===== src/rtl/traffic_light_monitor.sv =====
// Purpose: safety watchdog that decodes the 8-bit intersection light bus and latches the first violation.
// Latency: 1 cycle; the bus sampled at edge k appears on every output after edge k.
// Backpressure: none; the bus is sampled every clock and there is no handshake.
//
// Ports:
//   clk                  - system clock, rising edge
//   rst                  - synchronous active-high reset; wins over fault_clr and all monitoring
//   lightOfTrafficLights - {W[7:6], E[5:4], S[3:2], N[1:0]}, per field 00=RED 01=YELLOW 10=GREEN 11=illegal
//   fault_clr            - one-cycle pulse that clears the latched fault
//   fault                - sticky fault flag
//   fault_code           - first latched violation (0 none, 1 ILLEGAL, 2 CONFLICT, 3 BAD_SEQ,
//                          4 SHORT_GREEN, 5 SHORT_YELLOW, 6 NO_ALLRED)
//   fault_dir            - direction of the latched violation (0=N 1=S 2=E 3=W)
//   active_dir           - direction currently showing non-red (valid when active_valid=1)
//   active_valid         - exactly one field is non-red and no field is illegal
//   phase_count          - saturating count of RED->GREEN starts since reset
module traffic_light_monitor #(
  parameter int unsigned MIN_GREEN   = 4,
  parameter int unsigned MIN_YELLOW  = 2,
  parameter int unsigned ALL_RED_MIN = 1,
  parameter int unsigned CNT_W       = 16
) (
  input  logic             clk,
  input  logic             rst,
  input  logic [7:0]       lightOfTrafficLights,
  input  logic             fault_clr,
  output logic             fault,
  output logic [2:0]       fault_code,
  output logic [1:0]       fault_dir,
  output logic [1:0]       active_dir,
  output logic             active_valid,
  output logic [CNT_W-1:0] phase_count
);

  // Light field encodings
  localparam logic [1:0] L_RED    = 2'b00;
  localparam logic [1:0] L_YELLOW = 2'b01;
  localparam logic [1:0] L_GREEN  = 2'b10;
  localparam logic [1:0] L_ILL    = 2'b11;

  // Fault codes
  localparam logic [2:0] F_NONE         = 3'd0;
  localparam logic [2:0] F_ILLEGAL      = 3'd1;
  localparam logic [2:0] F_CONFLICT     = 3'd2;
  localparam logic [2:0] F_BAD_SEQ      = 3'd3;
  localparam logic [2:0] F_SHORT_GREEN  = 3'd4;
  localparam logic [2:0] F_SHORT_YELLOW = 3'd5;
  localparam logic [2:0] F_NO_ALLRED    = 3'd6;

  localparam logic [CNT_W-1:0] CNT_MAX       = '1;
  localparam logic [CNT_W-1:0] MIN_GREEN_C   = CNT_W'(MIN_GREEN);
  localparam logic [CNT_W-1:0] MIN_YELLOW_C  = CNT_W'(MIN_YELLOW);
  localparam logic [CNT_W-1:0] ALL_RED_MIN_C = CNT_W'(ALL_RED_MIN);

  // Lowest set index of a 4-bit direction vector (N has the highest priority).
  function automatic logic [1:0] lowest_idx(input logic [3:0] v);
    if (v[0])      return 2'd0;
    else if (v[1]) return 2'd1;
    else if (v[2]) return 2'd2;
    else           return 2'd3;
  endfunction

  function automatic logic [CNT_W-1:0] sat_inc(input logic [CNT_W-1:0] x);
    return (x == CNT_MAX) ? x : x + CNT_W'(1);
  endfunction

  // ---------------------------------------------------------------------------
  // State
  // ---------------------------------------------------------------------------
  logic [3:0][1:0]       prev_q, prev_d;
  // Dwell counters are kept per direction so a conflicting second field can
  // never corrupt the dwell time of the field that is legitimately active.
  logic [3:0][CNT_W-1:0] green_cnt_q, green_cnt_d;
  logic [3:0][CNT_W-1:0] yellow_cnt_q, yellow_cnt_d;
  logic [CNT_W-1:0]      allred_cnt_q, allred_cnt_d;
  logic [CNT_W-1:0]      phase_count_q, phase_count_d;
  logic                  fault_q, fault_d;
  logic [2:0]            fault_code_q, fault_code_d;
  logic [1:0]            fault_dir_q, fault_dir_d;
  logic [1:0]            active_dir_q, active_dir_d;
  logic                  active_valid_q, active_valid_d;

  // ---------------------------------------------------------------------------
  // Per-field decode and violation detection
  // ---------------------------------------------------------------------------
  logic [3:0][1:0] cur;
  logic [3:0]      ill_v;     // field shows 11
  logic [3:0]      nonred_v;  // field shows anything but RED (including 11)
  logic [3:0]      r2g_v;     // RED->GREEN start
  logic [3:0]      bad_v;     // transition outside the legal set
  logic [3:0]      sg_v;      // GREEN->YELLOW too early
  logic [3:0]      sy_v;      // YELLOW->RED too early
  logic [3:0]      nar_v;     // RED->GREEN without enough all-red time
  logic [2:0]      nonred_cnt;
  logic [2:0]      r2g_cnt;
  logic            all_red;

  always_comb begin
    cur        = '0;
    ill_v      = '0;
    nonred_v   = '0;
    r2g_v      = '0;
    bad_v      = '0;
    sg_v       = '0;
    sy_v       = '0;
    nar_v      = '0;
    nonred_cnt = '0;
    r2g_cnt    = '0;
    all_red    = (lightOfTrafficLights == 8'h00);
    for (int d = 0; d < 4; d++) begin
      cur[d]      = lightOfTrafficLights[2*d +: 2];
      ill_v[d]    = (cur[d] == L_ILL);
      nonred_v[d] = (cur[d] != L_RED);
      r2g_v[d]    = (prev_q[d] == L_RED) && (cur[d] == L_GREEN);
      case ({prev_q[d], cur[d]})
        {L_RED,    L_RED},
        {L_RED,    L_GREEN},
        {L_GREEN,  L_GREEN},
        {L_GREEN,  L_YELLOW},
        {L_YELLOW, L_YELLOW},
        {L_YELLOW, L_RED}:    bad_v[d] = 1'b0;
        // Anything touching 11 on either side is also a sequencing error.
        default:              bad_v[d] = 1'b1;
      endcase
      // Dwell counts are the values accumulated before this sample.
      sg_v[d]  = (prev_q[d] == L_GREEN)  && (cur[d] == L_YELLOW) && (green_cnt_q[d]  < MIN_GREEN_C);
      sy_v[d]  = (prev_q[d] == L_YELLOW) && (cur[d] == L_RED)    && (yellow_cnt_q[d] < MIN_YELLOW_C);
      nar_v[d] = r2g_v[d] && (allred_cnt_q < ALL_RED_MIN_C);
      nonred_cnt = nonred_cnt + 3'(nonred_v[d]);
      r2g_cnt    = r2g_cnt + 3'(r2g_v[d]);
    end
  end

  // ---------------------------------------------------------------------------
  // Violation priority: class order first, then lowest direction index.
  // ---------------------------------------------------------------------------
  logic       viol_vld;
  logic [2:0] viol_code;
  logic [1:0] viol_dir;

  always_comb begin
    viol_vld  = 1'b1;
    viol_code = F_NONE;
    viol_dir  = 2'd0;
    if (|ill_v) begin
      viol_code = F_ILLEGAL;
      viol_dir  = lowest_idx(ill_v);
    end else if (nonred_cnt >= 3'd2) begin
      viol_code = F_CONFLICT;
      viol_dir  = lowest_idx(nonred_v);
    end else if (|bad_v) begin
      viol_code = F_BAD_SEQ;
      viol_dir  = lowest_idx(bad_v);
    end else if (|sg_v) begin
      viol_code = F_SHORT_GREEN;
      viol_dir  = lowest_idx(sg_v);
    end else if (|sy_v) begin
      viol_code = F_SHORT_YELLOW;
      viol_dir  = lowest_idx(sy_v);
    end else if (|nar_v) begin
      viol_code = F_NO_ALLRED;
      viol_dir  = lowest_idx(nar_v);
    end else begin
      viol_vld  = 1'b0;
    end
  end

  // ---------------------------------------------------------------------------
  // Next-state logic
  // ---------------------------------------------------------------------------
  logic [CNT_W:0] phase_sum;

  always_comb begin
    prev_d         = cur;
    green_cnt_d    = '0;
    yellow_cnt_d   = '0;
    allred_cnt_d   = all_red ? sat_inc(allred_cnt_q) : '0;
    fault_d        = fault_q;
    fault_code_d   = fault_code_q;
    fault_dir_d    = fault_dir_q;
    active_valid_d = 1'b0;
    active_dir_d   = active_dir_q;

    // A run restarts at 1 on entry and keeps counting while the code persists.
    for (int d = 0; d < 4; d++) begin
      if (cur[d] == L_GREEN)
        green_cnt_d[d] = (prev_q[d] == L_GREEN) ? sat_inc(green_cnt_q[d]) : CNT_W'(1);
      if (cur[d] == L_YELLOW)
        yellow_cnt_d[d] = (prev_q[d] == L_YELLOW) ? sat_inc(yellow_cnt_q[d]) : CNT_W'(1);
    end

    // Several simultaneous starts each count; widen by one bit to detect saturation.
    phase_sum     = {1'b0, phase_count_q} + (CNT_W+1)'(r2g_cnt);
    phase_count_d = phase_sum[CNT_W] ? CNT_MAX : phase_sum[CNT_W-1:0];

    // A new violation wins over a clear in the same cycle, so a clear can
    // never mask a fault that is still happening.
    if (viol_vld && (!fault_q || fault_clr)) begin
      fault_d      = 1'b1;
      fault_code_d = viol_code;
      fault_dir_d  = viol_dir;
    end else if (fault_clr) begin
      fault_d      = 1'b0;
      fault_code_d = F_NONE;
      fault_dir_d  = 2'd0;
    end

    if (!(|ill_v) && (nonred_cnt == 3'd1)) begin
      active_valid_d = 1'b1;
      active_dir_d   = lowest_idx(nonred_v);
    end
  end

  // ---------------------------------------------------------------------------
  // Registers
  // ---------------------------------------------------------------------------
  always_ff @(posedge clk) begin
    if (rst) begin
      prev_q         <= {4{L_RED}};
      green_cnt_q    <= '0;
      yellow_cnt_q   <= '0;
      // Start saturated at the minimum so the first green after reset is legal.
      allred_cnt_q   <= ALL_RED_MIN_C;
      phase_count_q  <= '0;
      fault_q        <= 1'b0;
      fault_code_q   <= F_NONE;
      fault_dir_q    <= 2'd0;
      active_dir_q   <= 2'd0;
      active_valid_q <= 1'b0;
    end else begin
      prev_q         <= prev_d;
      green_cnt_q    <= green_cnt_d;
      yellow_cnt_q   <= yellow_cnt_d;
      allred_cnt_q   <= allred_cnt_d;
      phase_count_q  <= phase_count_d;
      fault_q        <= fault_d;
      fault_code_q   <= fault_code_d;
      fault_dir_q    <= fault_dir_d;
      active_dir_q   <= active_dir_d;
      active_valid_q <= active_valid_d;
    end
  end

  assign fault        = fault_q;
  assign fault_code   = fault_code_q;
  assign fault_dir    = fault_dir_q;
  assign active_dir   = active_dir_q;
  assign active_valid = active_valid_q;
  assign phase_count  = phase_count_q;

endmodule


===== config.mk =====
export PLATFORM = sky130hd
export DESIGN_NAME = traffic_light_monitor
export DESIGN_NICKNAME = d
export VERILOG_FILES = /design/src/rtl/traffic_light_monitor.sv
export SDC_FILE = /design/constraint.sdc
export NUM_CORES = 1
export LEC_CHECK = 0
export BUFFER_PORTS_ARGS = -buffer_cell sky130_fd_sc_hd__buf_4
export CAP_MARGIN = 25
export CELL_PAD_IN_SITES_DETAIL_PLACEMENT = 1
export CELL_PAD_IN_SITES_GLOBAL_PLACEMENT = 1
export CORE_MARGIN = 10
export CORE_UTILIZATION = 43
export DETAILED_ROUTE_END_ITERATION = 10
export HOLD_SLACK_MARGIN = 0.05
export PLACE_DENSITY = 0.87
export RECOVER_POWER = 25
export SETUP_SLACK_MARGIN = 0.05
export SLEW_MARGIN = 30
export SYNTH_ARGS = -nofsm -noshare
export SYNTH_HDL_FRONTEND = slang
export SYNTH_SLANG_ARGS = --single-unit

===== constraint.sdc =====
create_clock -name clk -period 2.8 [get_ports clk]
set_input_delay 0.14 -clock clk [delete_from_list [all_inputs] [get_ports clk]]
set_output_delay 0.14 -clock clk [all_outputs]
set_load 0.02 [all_outputs]

==> flow_summary.toml, run 1 <==
[outcome]
status = "complete, no violations"

[pwr]
p_sw_share_pct = 24.2
power_frac_comb_pct = 5.7
power_density_mw_per_mm2 = 520
leakagePower_nw = 3.37
peakVddDrop_v = 0.000413
p_seq_share_pct = 49.9
p_switching_mw = 1.25
clockPowerShare_pct = 44.4
p_int_mw = 3.91

[setup_path]
arrival_ns = 2.96
start_kind = "register"
startpoint = "prev_q[0]"
rrSetupSlack_ns = 0.20
timing.rr.start = "prev_q[0]"
crit_path_max_fanout = 11
required_ns = 3.16
worstSetupPathType = "reg2reg"
cp-end-kind = "register"

[global_routing]
grt_max_degree = 43
grt_pass1_wl_um = 40000
grtUsageTotal_pct = 18.1
antenna_found_initial = 0
grt_pass1_vias = 8236
global_route.overflow_total = 0

[timing]
slew_headroom_pct = 49.3
final_hold_viol_count = 0
finalMaxSlewViolations = 0
rsz0062_at_grt = "false"
fmax_ghz = 0.384
tns_ns = 0
period_minus_slack_ns = 2.60
report.final.setup_viol = 0
tightest_slew_ns = 0.755
fin_crit_sh_pct = 93.0
holdWs_ns = 0.0904
finClkSkew_ns = 0.0131

[route]
routed_wl_um = 24000
drtAntennaViolNets = 0
wl_per_cell_um = 17.3
drc_errors = 0
firstDrtPassIters = 5
via_count = 7901
dr.first_iter.drc_count = 356
via_per_inst = 5.71

[die]
ios = 36
fp.dieH_um = 163
die-area_sq_mm = 0.0264
start_util_pct = 43.5
fp.coreArea_sq_mm = 0.0201
die_w_um = 163
rows = 52

[synth]
syn_area_sq_mm = 0.00874
synth.top_cell.area_share_pct = 40.5
synth_most_common_cell = "dfxtp_1"
yosysTopAreaCell = "dfxtp_1"
synth.distinct_cells = 61
ys_seq_area_share_pct = 40.5
ys_ff_latch = 177
ys_top_cells_by_count = "dfxtp_1, nor2_1, nand3_1"
synthesis.nets = 1082
synth-main-ff-cell = "dfxtp_1"
async_flop_share_pct = 0
synth_area_per_cell_sq_um = 8.31
synth_warnings = 0
synthTopCellsByArea = "dfxtp_1, nor2_1, xor2_1"
synthCells = 1052
synth-edff-count = 0

[cts]
cts_sinks = 177
htreeDepth = 4
clockBufferDepth = 2
cts-root-buf = "clkbuf_16"
numCtsBuffers = 17
clkLatencyLatePin_ns = 0.44
cts_tree = "yes"
path_clk_slew_ns = 0.07

[cells_and_area]
fillers = 2457
drive_gt1_share_pct = 7.28
nNetsFinal = 1130
diodes = 0
synthToLayoutAreaGrowth_pct = 13.6

[placed_design]
hpwl_um = 16400
port_buffers = 35
gp_congestion = 0.864

[run]
cap_violations = 0

[min_path]
worstHoldStart = "lightOfTrafficLights[0]"
hp-class = "in2reg"
[final cells by class]
type / instances / area (sq um) / area share [%]
Tap cell: 270 / 338 / 3.40
Clock buffer: 20 / 447 / 4.50
Timing Repair Buffer: 55 / 332 / 3.34
Multi-Input combinational cell: 824 / 5060 / 50.9
Clock inverter: 12 / 111 / 1.12
Sequential cell: 177 / 3550 / 35.8
Inverter: 25 / 93.8 / 0.945
[cells in the final DEF (no fill, tap or decap), types with 30 or more instances in the layout]
cell        n
nor3_1     52
nor4_1     30
a21oi_1    45
nand3_1    86
nand2_1    76
clkbuf_1   31
xor2_1     67
nor2_1    155
dfxtp_1   173
nand4_1    37
xnor2_1    34
[worst max-delay path, cell delays in order, from the launching register on]
cell,delay [ns]
dfxtp_4,0.38
nor4_4,0.06
fa_1,0.53
inv_1,0.05
fa_1,0.37
inv_2,0.08
fa_2,0.20
nand2_1,0.09
nor2_4,0.15
nand2_2,0.10
nor2_4,0.13
nand2_4,0.09
buf_12,0.16
a21oi_1,0.13
[final timing paths]
kind / to / depth (start not counted)
worst min register to register: green_cnt_q[33] / 2
worst max register to register: phase_count[3] / 13
worst min-delay path: active_dir[0] / 3
worst max-delay path: phase_count[3] / 13
[power by group through the flow]
stage                     registers (mW)  clock network [mW]  logic (mW)
after floorplan                     2.64                   0       0.163
after global placement              2.63                   0       0.277
after detailed placement            2.63                   0       0.287
after CTS                           2.58                2.33       0.306
after global routing                2.58                2.44       0.328
final                               2.58                2.29       0.294
[state kept, by name (all words and copies together), names as in the netlist, 2 cells and up]
signal / flops
yellow_cnt_q: 64
green_cnt_q: 64
prev_q: 8
allred_cnt_q: 16
fault_code: 3
active_dir: 2
phase_count: 16
fault_dir: 2
[metrics by stage]
stage / std cells / total power [mW] / worst slack, ns / instance area [sq um] / util [%]
after floorplan: 1052 / 2.80 / 0.0810 / 8750 / -
after global placement: 1343 / 2.91 / 0.125 / 9350 / 46.5
after detailed placement: 1343 / 2.92 / 0.0114 / 9350 / 46.5
after CTS: 1381 / 5.21 / 0.0539 / 9990 / 49.7
after global routing: 1383 / 5.34 / 0.0368 / 9930 / 49.4
final: 1383 / 5.16 / 0.196 / 9930 / 49.4
[timing repair]
item                                    in CTS  in global routing
pin swaps                                    0                  3
hold buffers                                 6                  0
hold endpoints to repair                     8                  0
resized for setup                            5                 14
buffers inserted                             0                  2
endpoints found under the setup margin      11                 16
[cells by family after synthesis]
family / count (synthesis) / share of synthesized area [%]
xor gates and xnor gates: 101 / 10.1
DFF: 177 / 40.5
muxes: 14 / 1.63
and+or+nand+nor: 572 / 34.0
AOI/OAI and AO/OA: 118 / 8.41
adders and majority gates: 19 / 3.06
buffers and inverters: 51 / 2.25
[routing by layer]
metal  GRT usage, %  routed length (um)
met1           21.5               10900
met2           31.8               11900
met3           3.64                 634
met4           6.19                 486
met5              0                   0
Note: power is estimated with default switching activity, not from simulation.
==> run 2, diff against run 1 <==
--- a/config.mk
+++ b/config.mk
@@ -5,16 +5,18 @@
 export SDC_FILE = /design/constraint.sdc
 export NUM_CORES = 1
 export LEC_CHECK = 0
+export ABC_AREA = 1
 export BUFFER_PORTS_ARGS = -buffer_cell sky130_fd_sc_hd__buf_4
 export CAP_MARGIN = 25
 export CELL_PAD_IN_SITES_DETAIL_PLACEMENT = 1
 export CELL_PAD_IN_SITES_GLOBAL_PLACEMENT = 1
 export CORE_MARGIN = 10
-export CORE_UTILIZATION = 43
+export CORE_UTILIZATION = 41
 export DETAILED_ROUTE_END_ITERATION = 10
 export HOLD_SLACK_MARGIN = 0.05
 export PLACE_DENSITY = 0.87
 export RECOVER_POWER = 25
+export REMOVE_ABC_BUFFERS = 1
 export SETUP_SLACK_MARGIN = 0.05
 export SLEW_MARGIN = 30
 export SYNTH_ARGS = -nofsm -noshare
==> flow_summary.toml, run 2 <==
[synth]
syn_area_sq_mm = 0.00927
synth_area_per_cell_sq_um = 6.78
ys_ff_latch = 177
synth.distinct_cells = 44
synth_top_family_by_area = "simple AND/OR/NAND/NOR gates"
synthXorXnorAreaFrac_pct = 4.91
synth-edff-count = 0
yosysTopAreaCell = "dfxtp_1"
ys_top_cells_by_count = "nand2_1, inv_1, nor2_1"
synthTopCellsByArea = "dfxtp_1, nand2_1, inv_1"
synth_compound_area_share_pct = 12.6
synthMuxAreaShare_pct = 0
synth_fa_ha_area_share_pct = 2.89
ys_seq_area_share_pct = 38.2
async_flop_share_pct = 0
synthCells = 1367
synth.top_cell.area_share_pct = 38.2
synth_most_common_cell = "nand2_1"
synth-main-ff-cell = "dfxtp_1"
synth_simple_gate_area_share_pct = 31.3
synth_warnings = 0

[setup_path]
path_cells = "inv_2, nand4_1, inv_2, fa_1, inv_2, fa_2, inv_2, fa_2, nand3_2, and3b_2, nand3_2, nor2_2, nand3_2, nor2_4, buf_4, a21oi_2, o21ai_1, nand2_1, inv_1"
rrSetupSlack_ns = -0.16
required_ns = 3.19
cp_top_family = "adder cells"
arrival_ns = 3.35
timing.rr.start = "prev_q[1]"
worstSetupPathType = "reg2reg"
r2r_cells = 19
slowest_stage = "fa_1"
r2r-end = "phase_count[9]"
timing.critical_path.buf_inv = 6
crit_path_max_fanout = 3
crit_top_cell = "inv_2"
slowest_delay_ns = 0.50
start_kind = "register"
cp-end-kind = "register"

[min_path]
hp-class = "in2reg"
worst_hold_path.num_cells = 4
worstHoldStart = "fault_clr"
hold_end = "fault_dir[1]"

[route]
via_count = 9110
dr.first_iter.drc_count = 411
routed_wl_um = 26600
drc_errors = 0
drtAntennaViolNets = 0
wl_per_cell_um = 15.2
firstDrtPassIters = 5
via_per_inst = 5.21

[timing]
holdWs_ns = 0.0665
fin_crit_sh_pct = 106
tightest_slew_ns = 0.807
period_minus_slack_ns = 2.96
final_hold_viol_count = 0
finClkSkew_ns = 0.0103
slew_headroom_pct = 46.0
report.final.setup_viol = 16
fmax_ghz = 0.338
finalMaxSlewViolations = 0
fin_ws_ns = -0.162
rsz0062_at_grt = "true"

[cells_and_area]
mostFrequentLayoutCells = "nand2_1, inv_1, nor2_1, dfxtp_1, a21oi_1"
drive_gt1_share_pct = 12.5
largestRegisters = "green_cnt_q x64, yellow_cnt_q x64"
synthToLayoutAreaGrowth_pct = 17.0
layout_commonest_cell = "nand2_1"
nNetsFinal = 1485
fillers = 2881

[cts]
clkLatencyLatePin_ns = 0.44
cts_tree = "yes"
path_clk_slew_ns = 0.06
cts_sinks = 177
htreeDepth = 4
clockBufferDepth = 2
cts-root-buf = "clkbuf_16"
numCtsBuffers = 17

[pwr]
p_seq_share_pct = 48.6
p_int_mw = 4.05
finalPower_mw = 5.30
power_frac_comb_pct = 6.2
clockPowerShare_pct = 45.2
power_density_mw_per_mm2 = 488
p_switching_mw = 1.24
peakVddDrop_v = 0.000333
p_sw_share_pct = 23.5
leakagePower_nw = 4.69

[global_routing]
grt_pass1_vias = 9434
grt_max_degree = 27
global_route.overflow_total = 0
grt_pass1_wl_um = 44500
grtUsageTotal_pct = 18.4
antenna_found_initial = 1

[die]
rows = 54
start_util_pct = 42.1
fp.dieH_um = 170
fp.coreArea_sq_mm = 0.0220
ios = 36
die-area_sq_mm = 0.0290
die_w_um = 170

[placed_design]
gp_congestion = 0.849
port_buffers = 35
hpwl_um = 19500

[run]
cap_violations = 0

[outcome]
violations = "negative setup slack"
status = "finished with violations"
==> run 2: what timing repair did <==
item,CTS,global route
setup endpoints to repair,16,19
hold endpoints to repair,7,0
resized for setup,22,14
gates cloned,0,0
buffers inserted,6,4
hold buffers,4,0
pin swaps,12,11
==> run 2: tightest hold or removal path: stages <==
cell and delay (ns):
buf_4 0.08, inv_1 0.08, nand3_1 0.10, a21oi_1 0.06
==> run 2: cell families (layout without fill, tap and decap cells) <==
| logic type | after synthesis | after routing |
|---|---|---|
| simple gates | 658 | 658 |
| buf+inv | 246 | 346 |
| compound gates | 215 | 215 |
| flops | 177 | 177 |
| xor+xnor | 52 | 52 |
| fa+ha+maj | 19 | 19 |
| other cells | 0 | 1 |
==> run 2: worst max-delay path by stage <==
stage,cells after the start,end,startpoint
global placement,18,phase_count[11],prev_q[4]
floorplan,18,phase_count[11],prev_q[1]
CTS,18,phase_count[11],prev_q[1]
finish,19,phase_count[9],prev_q[1]
detailed placement,18,phase_count[11],prev_q[4]
global route,19,phase_count[9],prev_q[1]
==> run 2: through the flow <==
stage          util, %  area, sq um  setup slack (ns)  instances  TNS (ns)
6_report          49.3        10900            -0.162       1748     -1.46
5_1_grt           49.3        10900            -0.314       1748     -3.75
4_1_cts           48.9        10800            -0.211       1743     -2.54
3_5_place_dp      45.7        10100            -0.458       1702     -5.15
3_3_place_gp      45.7        10100            -0.292       1702     -2.37
2_1_floorplan        -         9230            -0.106       1359    -0.562
==> run 2: metal layers <==
metal	track usage, %	wire length, um
met4	5.95	468
met1	21.7	12200
met5	0	0
met2	32.8	13300
met3	3.56	652
==> run 2: layout make-up <==
cell class | instances | area (sq um) | share of cell area (%)
Tap cell | 280 | 350 | 3.23
Clock inverter | 9 | 108 | 0.991
Antenna cell | 1 | 2.50 | 0.0231
Multi-Input combinational cell | 944 | 4890 | 45.1
Sequential cell | 177 | 3550 | 32.7
Inverter | 238 | 897 | 8.27
Clock buffer | 22 | 474 | 4.37
Timing Repair Buffer | 77 | 584 | 5.38
==> run 2: power by group through the flow <==
| stage | clock network [mW] | registers (mW) | logic (mW) |
|---|---|---|---|
| 3_5_place_dp | 0 | 2.63 | 0.307 |
| 4_1_cts | 2.44 | 2.57 | 0.325 |
| 2_1_floorplan | 0 | 2.64 | 0.144 |
| 3_3_place_gp | 0 | 2.63 | 0.290 |
| 5_1_grt | 2.55 | 2.58 | 0.366 |
| 6_report | 2.39 | 2.57 | 0.329 |
==> run 3, diff against run 2 <==
--- a/config.mk
+++ b/config.mk
@@ -18,6 +18,7 @@
 export RECOVER_POWER = 25
 export REMOVE_ABC_BUFFERS = 1
 export SETUP_SLACK_MARGIN = 0.05
+export SKIP_CTS_REPAIR_TIMING = 1
 export SLEW_MARGIN = 30
 export SYNTH_ARGS = -nofsm -noshare
 export SYNTH_HDL_FRONTEND = slang
==> flow_summary.toml, run 3 (same netlist as run 2, synthesis figures left out) <==
[route]
via_per_inst = 5.25
dr.first_iter.drc_count = 415
drc_errors = 0
via_count = 9144
drtAntennaViolNets = 0
routed_wl_um = 26600
wl_per_cell_um = 15.2
firstDrtPassIters = 5

[timing]
fmax_ghz = 0.332
fin_crit_sh_pct = 108
holdWs_ns = 0.0514
tightest_slew_ns = 0.786
final_hold_viol_count = 0
finalMaxSlewViolations = 0
tns_ns = -2.15
slew_headroom_pct = 47.4
report.final.setup_viol = 16
period_minus_slack_ns = 3.01
finClkSkew_ns = 0.0105
fin_ws_ns = -0.212
rsz0062_at_grt = "true"

[global_routing]
antenna_found_initial = 2
grt_pass1_wl_um = 44200
grt_max_degree = 27
grt_pass1_vias = 9328
grtUsageTotal_pct = 18.3
global_route.overflow_total = 0

[placed_design]
port_buffers = 35
gp_congestion = 0.849
dpl-instance-area_sq_mm = 0.0101
hpwl_um = 19500

[cells_and_area]
fin_area_sq_mm = 0.0108
multi_input_area_sq_mm = 0.00488
fillers = 2886
layout_commonest_cell = "nand2_1"
largestRegisters = "green_cnt_q x64, yellow_cnt_q x64"
mostFrequentLayoutCells = "nand2_1, inv_1, nor2_1, dfxtp_1, a21oi_1"
synthToLayoutAreaGrowth_pct = 16.5
nNetsFinal = 1479
drive_gt1_share_pct = 12.2
regArea_sq_mm = 0.00355

[die]
rows = 54
start_util_pct = 42.1
ios = 36
fp.coreArea_sq_mm = 0.0220
die-area_sq_mm = 0.0290
fp.dieH_um = 170
die_w_um = 170

[pwr]
p_sw_share_pct = 23.4
peakVddDrop_v = 0.000336
leakagePower_nw = 4.66
power_frac_comb_pct = 6.1
p_int_mw = 4.05
p_seq_share_pct = 48.6
p_switching_mw = 1.24
clockPowerShare_pct = 45.2
power_density_mw_per_mm2 = 490

[cts]
htreeDepth = 4
path_clk_slew_ns = 0.06
cts-root-buf = "clkbuf_16"
clkLatencyLatePin_ns = 0.44
cts_sinks = 177
cts_tree = "yes"
clockBufferDepth = 2
numCtsBuffers = 17

[setup_path]
r2r_cells = 19
slowest_delay_ns = 0.49
arrival_ns = 3.40
required_ns = 3.19
timing.critical_path.buf_inv = 6
start_kind = "register"
startpoint = "prev_q[0]"
path_cells = "inv_1, nand4_1, inv_2, fa_1, inv_2, fa_2, inv_2, fa_2, nand3_2, and3b_2, nand3_2, nor2_2, nand3_2, nor2_4, buf_6, a21oi_2, o21ai_1, nand2_1, inv_1"
path_depth = 19
crit_path_max_fanout = 3
cp_top_family = "adder cells"
rrSetupSlack_ns = -0.21
timing.rr.start = "prev_q[0]"
cp-end-kind = "register"
worstSetupPathType = "reg2reg"
slowest_stage = "fa_1"

[min_path]
worstHoldStart = "lightOfTrafficLights[2]"
worst_hold_path.num_cells = 4
hp-class = "in2reg"

[run]
cap_violations = 0

[outcome]
violations = "negative setup slack"
status = "finished with violations"
[run 3: power by group through the flow]
| stage | clock network, mW | logic (mW) | registers (mW) |
|---|---|---|---|
| after detailed placement | 0 | 0.307 | 2.63 |
| after global placement | 0 | 0.290 | 2.63 |
| after floorplan | 0 | 0.144 | 2.64 |
| final | 2.39 | 0.323 | 2.57 |
| after global routing | 2.55 | 0.362 | 2.57 |
| after CTS | 2.44 | 0.309 | 2.57 |
[run 3: final cells by class]
type | count | area share (%)
multi-input cells | 944 | 45.1
flip-flops and latches | 177 | 32.8
inverters | 238 | 8.30
repair buffers | 71 | 5.04
clock buffers | 22 | 4.39
well taps | 280 | 3.24
clock inverters | 9 | 0.996
diodes | 2 | 0.0463
[run 3: worst reg2reg max path: cells and delay by family, from the launching register on]
kind	cells	cell delay, ns
AND/OR/NAND/NOR	8	1.01
flip-flops	1	0.33
AO/OA/AOI/OAI	2	0.11
buffers and inverters	6	0.41
adder cells (fa/ha/maj)	3	1.09
[run 3: per-layer routing]
metal	GRT usage (%)	vias up	wire (um)
li1	-	4571	-
met1	21.7	4439	12200
met2	32.2	93	13100
met3	3.56	41	698
met4	6.29	0	566
met5	0	-	0
[run 3: per-stage QoR]
| stage | setup WS, ns | cells | power (mW) | utilization [%] |
|---|---|---|---|---|
| detailed placement | -0.458 | 1702 | 2.94 | 45.7 |
| CTS | -0.484 | 1733 | 5.32 | 48.3 |
| global route | -0.409 | 1743 | 5.49 | 49.0 |
| floorplan | -0.106 | 1359 | 2.79 | - |
| global placement | -0.292 | 1702 | 2.92 | 45.7 |
| finish | -0.212 | 1743 | 5.29 | 49.0 |
[run 3: path summary, 6_finish.rpt]
path / end
max reg2reg: phase_count[9]
min: green_cnt_q[16]
min reg2reg: yellow_cnt_q[56]
max: phase_count[9]
